### src/rtl/reg_bank_scan_4x16.sv
// Four-entry register bank feeding a 4:1 mux stage, with a sequencer that
// scans the mux selects through every entry on a start pulse.
module reg_bank_scan_4x16 #(
    parameter int unsigned     WIDTH       = 16,
    parameter logic [WIDTH-1:0] RESET_VAL  = '0,
    parameter int unsigned     HOLD_CYCLES = 1
) (
    input  logic             clk,
    input  logic             rst,
    input  logic             we,
    input  logic [1:0]       waddr,
    input  logic [WIDTH-1:0] wdata,
    input  logic             start,
    input  logic             abort,
    output logic [WIDTH-1:0] d0,
    output logic [WIDTH-1:0] d1,
    output logic [WIDTH-1:0] d2,
    output logic [WIDTH-1:0] d3,
    output logic             s0,
    output logic             s1,
    output logic             scan_valid,
    output logic             busy,
    output logic             done
);

    localparam int unsigned DWELL_W    = 4;
    localparam int unsigned NUM_REGS   = 4;
    localparam logic [DWELL_W-1:0] DWELL_LAST = DWELL_W'(HOLD_CYCLES - 1);

    typedef enum logic [1:0] {
        IDLE = 2'd0,
        SCAN = 2'd1,
        DONE = 2'd2
    } state_t;

    state_t             state;
    logic [1:0]         idx;
    logic [DWELL_W-1:0] dwell;
    logic [WIDTH-1:0]   regs [NUM_REGS];

    assign d0 = regs[0];
    assign d1 = regs[1];
    assign d2 = regs[2];
    assign d3 = regs[3];
    // idx is a register, so the selects stay glitch-free; {s0,s1} == idx.
    assign s0 = idx[1];
    assign s1 = idx[0];

    always_ff @(posedge clk or posedge rst) begin
        if (rst) begin
            for (int i = 0; i < int'(NUM_REGS); i++) begin
                regs[i] <= RESET_VAL;
            end
            state      <= IDLE;
            idx        <= 2'd0;
            dwell      <= '0;
            scan_valid <= 1'b0;
            busy       <= 1'b0;
            done       <= 1'b0;
        end else begin
            if (we) begin
                regs[waddr] <= wdata;
            end
            done <= 1'b0;

            case (state)
                IDLE: begin
                    if (start) begin
                        state      <= SCAN;
                        idx        <= 2'd0;
                        dwell      <= '0;
                        scan_valid <= 1'b1;
                        busy       <= 1'b1;
                    end
                end
                SCAN: begin
                    // Abort takes priority over the final step into DONE.
                    if (abort) begin
                        state      <= IDLE;
                        idx        <= 2'd0;
                        dwell      <= '0;
                        scan_valid <= 1'b0;
                        busy       <= 1'b0;
                    end else if (dwell == DWELL_LAST) begin
                        dwell <= '0;
                        if (idx == 2'd3) begin
                            state      <= DONE;
                            idx        <= 2'd0;
                            scan_valid <= 1'b0;
                            done       <= 1'b1;
                        end else begin
                            idx <= idx + 2'd1;
                        end
                    end else begin
                        dwell <= dwell + DWELL_W'(1);
                    end
                end
                DONE: begin
                    state <= IDLE;
                    busy  <= 1'b0;
                end
                default: begin
                    state      <= IDLE;
                    idx        <= 2'd0;
                    dwell      <= '0;
                    scan_valid <= 1'b0;
                    busy       <= 1'b0;
                end
            endcase
        end
    end

endmodule

### config.mk
export PLATFORM = sky130hd
export DESIGN_NAME = reg_bank_scan_4x16
export DESIGN_NICKNAME = d
export VERILOG_FILES = /design/src/rtl/reg_bank_scan_4x16.sv
export SDC_FILE = /design/constraint.sdc
export NUM_CORES = 1
export LEC_CHECK = 0
export ABC_AREA = 0
export ABC_CLOCK_PERIOD_IN_PS = 4200
export BUFFER_PORTS_ARGS = -buffer_cell sky130_fd_sc_hd__buf_2
export CORE_ASPECT_RATIO = 0.6
export CORE_MARGIN = 2
export CORE_UTILIZATION = 35
export CTS_CLUSTER_SIZE = 10
export DETAILED_ROUTE_END_ITERATION = 6
export PLACE_DENSITY = 0.65
export SYNTH_ARGS = -nofsm -noshare
export SYNTH_HDL_FRONTEND = slang
export SYNTH_SLANG_ARGS = --single-unit
### constraint.sdc
create_clock -name clk -period 4.2 [get_ports clk]
set_clock_uncertainty 0.2 [all_clocks]
set_input_delay 0.63 -clock clk [delete_from_list [all_inputs] [get_ports clk]]
set_output_delay 0.63 -clock clk [all_outputs]
set_load 0.02 [all_outputs]
==> results.sh <==
export IMPL_synth_most_common_cell="sky130_fd_sc_hd__dfrtp_1"
export IMPL_worst_hold_startpoint="d2[5]"
export IMPL_number_of_h_tree_levels=3
export IMPL_yosysWarnings=0
export IMPL_pwr_density_cell_nw_per_um2=571
export IMPL_start_kind="input pin"
export IMPL_synth_net_count=215
export IMPL_synthToLayoutAreaGrowth_pct=30.3
export IMPL_critical_path_reg2reg_endpoint="idx[0]"
export IMPL_holdCritPathClass="flop to flop"
export IMPL_io_pin_count=92
export IMPL_yosys_cell_types_count=28
export IMPL_timing_final_hold_violations=0
export IMPL_crit_path_cell_trace="buf_2 > nand3b_1 > mux2_2"
export IMPL_clk_latency_ns=0.33
export IMPL_global_route_total_overflow=0
export IMPL_detailroute_wirelength_met2_mm=2.96
export IMPL_drtAntennaViolNets=0
export IMPL_r2r_start="state[1]"
export IMPL_cp_top_family="simple AND/OR/NAND/NOR gates"
export IMPL_synthesis_area_um2=2930
export IMPL_cts_resized=0
export IMPL_global_route_usage_over_all_layers=0.146
export IMPL_synth_seq_area_share=0.640
export IMPL_dr_wl_met3_um=286
export IMPL_vias=1905
export IMPL_number_of_antenna_cells_inserted=0
export IMPL_setup_violations_final=0
export IMPL_crit_buf_inv=1
export IMPL_totalNegativeSetupSlack_ns=0
export IMPL_numCtsBuffers=9
export IMPL_drt_iter0_drc=64
export IMPL_vias_per_cell=4.75
export IMPL_die_height_um=74.9
export IMPL_top_layer_used="met4"
export IMPL_antenna_found_initial=0
export IMPL_port_buffer_count=91
export IMPL_place_congestion=0.780
export IMPL_worst_r2r_path_depth=3
export IMPL_rsz_0062_raised_after_global_routing="false"
export IMPL_route_layer_met1_wl_mm=2.97
export IMPL_hpwlAfterDp_mm=4.50
export IMPL_setup_crit_end_kind="flop"
export IMPL_postCtsSetupRepairBufs=0
export IMPL_grt_pass1_wl_mm=9.74
export IMPL_outcome="finished, final reports clean"
export IMPL_clk_transition_reported_paths_ns=0.06
export IMPL_crit_path_max_fanout=16
export IMPL_num_nets_final=314
export IMPL_core_region_area_um2=8010
export IMPL_floorplan_initialDensity=0.366
export IMPL_required_ns=4.20
export IMPL_synth_top_cell_area_share=0.640
export IMPL_r2r_slack_ns=2.36
export IMPL_cpPeakStageDelay_ns=0.76
export IMPL_number_of_synthesized_flops_with_an_enable_pin=0
export IMPL_clock_tree_from_tritoncts="built"
export IMPL_fmax_ghz=0.480
export IMPL_post_synth_top_area_cell="sky130_fd_sc_hd__dfrtp_1"
export IMPL_grt_start_max_net_pins=52
export IMPL_worstHoldEndpoint="d2[5]"
export IMPL_postCtsHoldBufs=0
export IMPL_drt_total_wl_mm=6.29
export IMPL_vdd_ir_drop_worst_v=0.000264
export IMPL_worstHoldPathCells=1
export IMPL_row_count=25
export IMPL_synth_commonest_cells="sky130_fd_sc_hd__dfrtp_1, sky130_fd_sc_hd__mux2_2, sky130_fd_sc_hd__inv_1, sky130_fd_sc_hd__nand3_1, sky130_fd_sc_hd__buf_2"
export IMPL_post_route_cells_drive_above_1_share=0.604
export IMPL_crit_type="input pin to flop"
export IMPL_fp_dieArea_um2=9160
export IMPL_cts_root_buf="sky130_fd_sc_hd__clkbuf_16"
export IMPL_timing_final_max_slew_violations=0
export IMPL_die_width_um=122
export IMPL_tightestPinTransition_ns=1.06
export IMPL_final_min_period_over_clock_period=0.496
export IMPL_fin_crit_ns=2.08
export IMPL_tritoncts_num_sinks=75
export IMPL_postSynthRegisterBits=75
export IMPL_total_leakage_power_nw=1.80
export IMPL_synth_cells=189
export IMPL_route_detailed_wl_per_inst_um=15.7
export IMPL_first_global_vias=1863
export IMPL_number_of_search_and_repair_iterations_in_the_first_detailed_routing_pass=4
export IMPL_timing_max_cap_violations=0
export IMPL_clock_path_buffers=2
export IMPL_timing_slew_headroom=0.292
export IMPL_async_reset_ff_frac=1.00
export IMPL_ranking_of_synthesized_cells_by_area="sky130_fd_sc_hd__dfrtp_1, sky130_fd_sc_hd__mux2_2, sky130_fd_sc_hd__ha_1, sky130_fd_sc_hd__nand3_1, sky130_fd_sc_hd__buf_2"
export IMPL_timing_hold_ws_ns=0.298
export IMPL_critPathSlowestCell="sky130_fd_sc_hd__nand3b_1"
export IMPL_drc_errors=0
export IMPL_worst_endpoint_arrival_ns=2.08
export IMPL_dominantRegCellSynth="sky130_fd_sc_hd__dfrtp_1"
export IMPL_post_synth_cell_area_avg_um2=15.5
==> through the flow <==
stage	util	cells	setup slack (ns)	total power [W]	cell area [µm²]
detailed placement	0.439	385	1.75	0.00144	3520
global placement	0.439	385	1.79	0.00143	3520
global route	0.477	401	2.03	0.00229	3820
finish	0.477	401	2.12	0.00218	3820
floorplan	-	189	1.46	0.00124	2930
CTS	0.477	401	2.10	0.00222	3820
==> registers in the layout, indices dropped and copies added, names as in the netlist <==
register and cells:
d0 16, d1 16, d2 16, d3 16
dwell 4, idx 2, state 2, busy 1
done 1, scan_valid 1
==> cell type report <==
class / count / area (µm²)
inverters: 5 / 18.8
well taps: 108 / 135
clock buffers: 11 / 243
repair buffers: 93 / 470
fillers: 757 / 4190
multi-input cells: 104 / 1020
clock inverters: 5 / 61.3
flip-flops and latches: 75 / 1880
==> logic make-up after synthesis <==
group | synth area share
buffers and inverters | 0.0158
adders and majority gates | 0.0128
muxes | 0.249
DFF | 0.640
and+or+nand+nor | 0.0537
AOI/OAI and AO/OA | 0.0286
==> report_power, final <==
group / internal [W] / switching [W] / total (W)
logic: 0.000201 / 0.000294 / 0.000495
clock network: 0.000478 / 0.000285 / 0.000763
registers: 0.000853 / 0.0000702 / 0.000923
total: 0.00153 / 0.000649 / 0.00218
==> per-layer routing <==
metal  vias up  GRT usage
li1        882          -
met1       970      0.197
met2        46      0.225
met3         7     0.0477
met4         0     0.0498
met5         -          0
==> worst max path at each step <==
stage | startpoint | to | slack (ns) | depth (start not counted)
after global placement | waddr[1] | d0[9] | 1.79 | 3
final | waddr[0] | d2[13] | 2.12 | 3
after floorplan | rst | busy | 1.46 | 1
after CTS | waddr[0] | d2[13] | 2.10 | 3
after global routing | waddr[0] | d2[15] | 2.03 | 3
after detailed placement | waddr[0] | d2[13] | 1.75 | 3
==> cells in the final DEF, fill, tap and decap left out, types with 3 or more instances in the layout <==
master	Yosys	routed
sky130_fd_sc_hd__clkbuf_16	0	9
sky130_fd_sc_hd__o21ai_0	3	3
sky130_fd_sc_hd__clkinvlp_4	0	3
sky130_fd_sc_hd__nor3_1	3	3
sky130_fd_sc_hd__dfrtp_1	75	75
sky130_fd_sc_hd__nand3_1	5	5
sky130_fd_sc_hd__inv_1	5	4
sky130_fd_sc_hd__nand2b_1	3	3
sky130_fd_sc_hd__buf_2	4	91
sky130_fd_sc_hd__mux2_2	64	64
sky130_fd_sc_hd__ha_1	3	3
(Power assumes the default switching activity.)
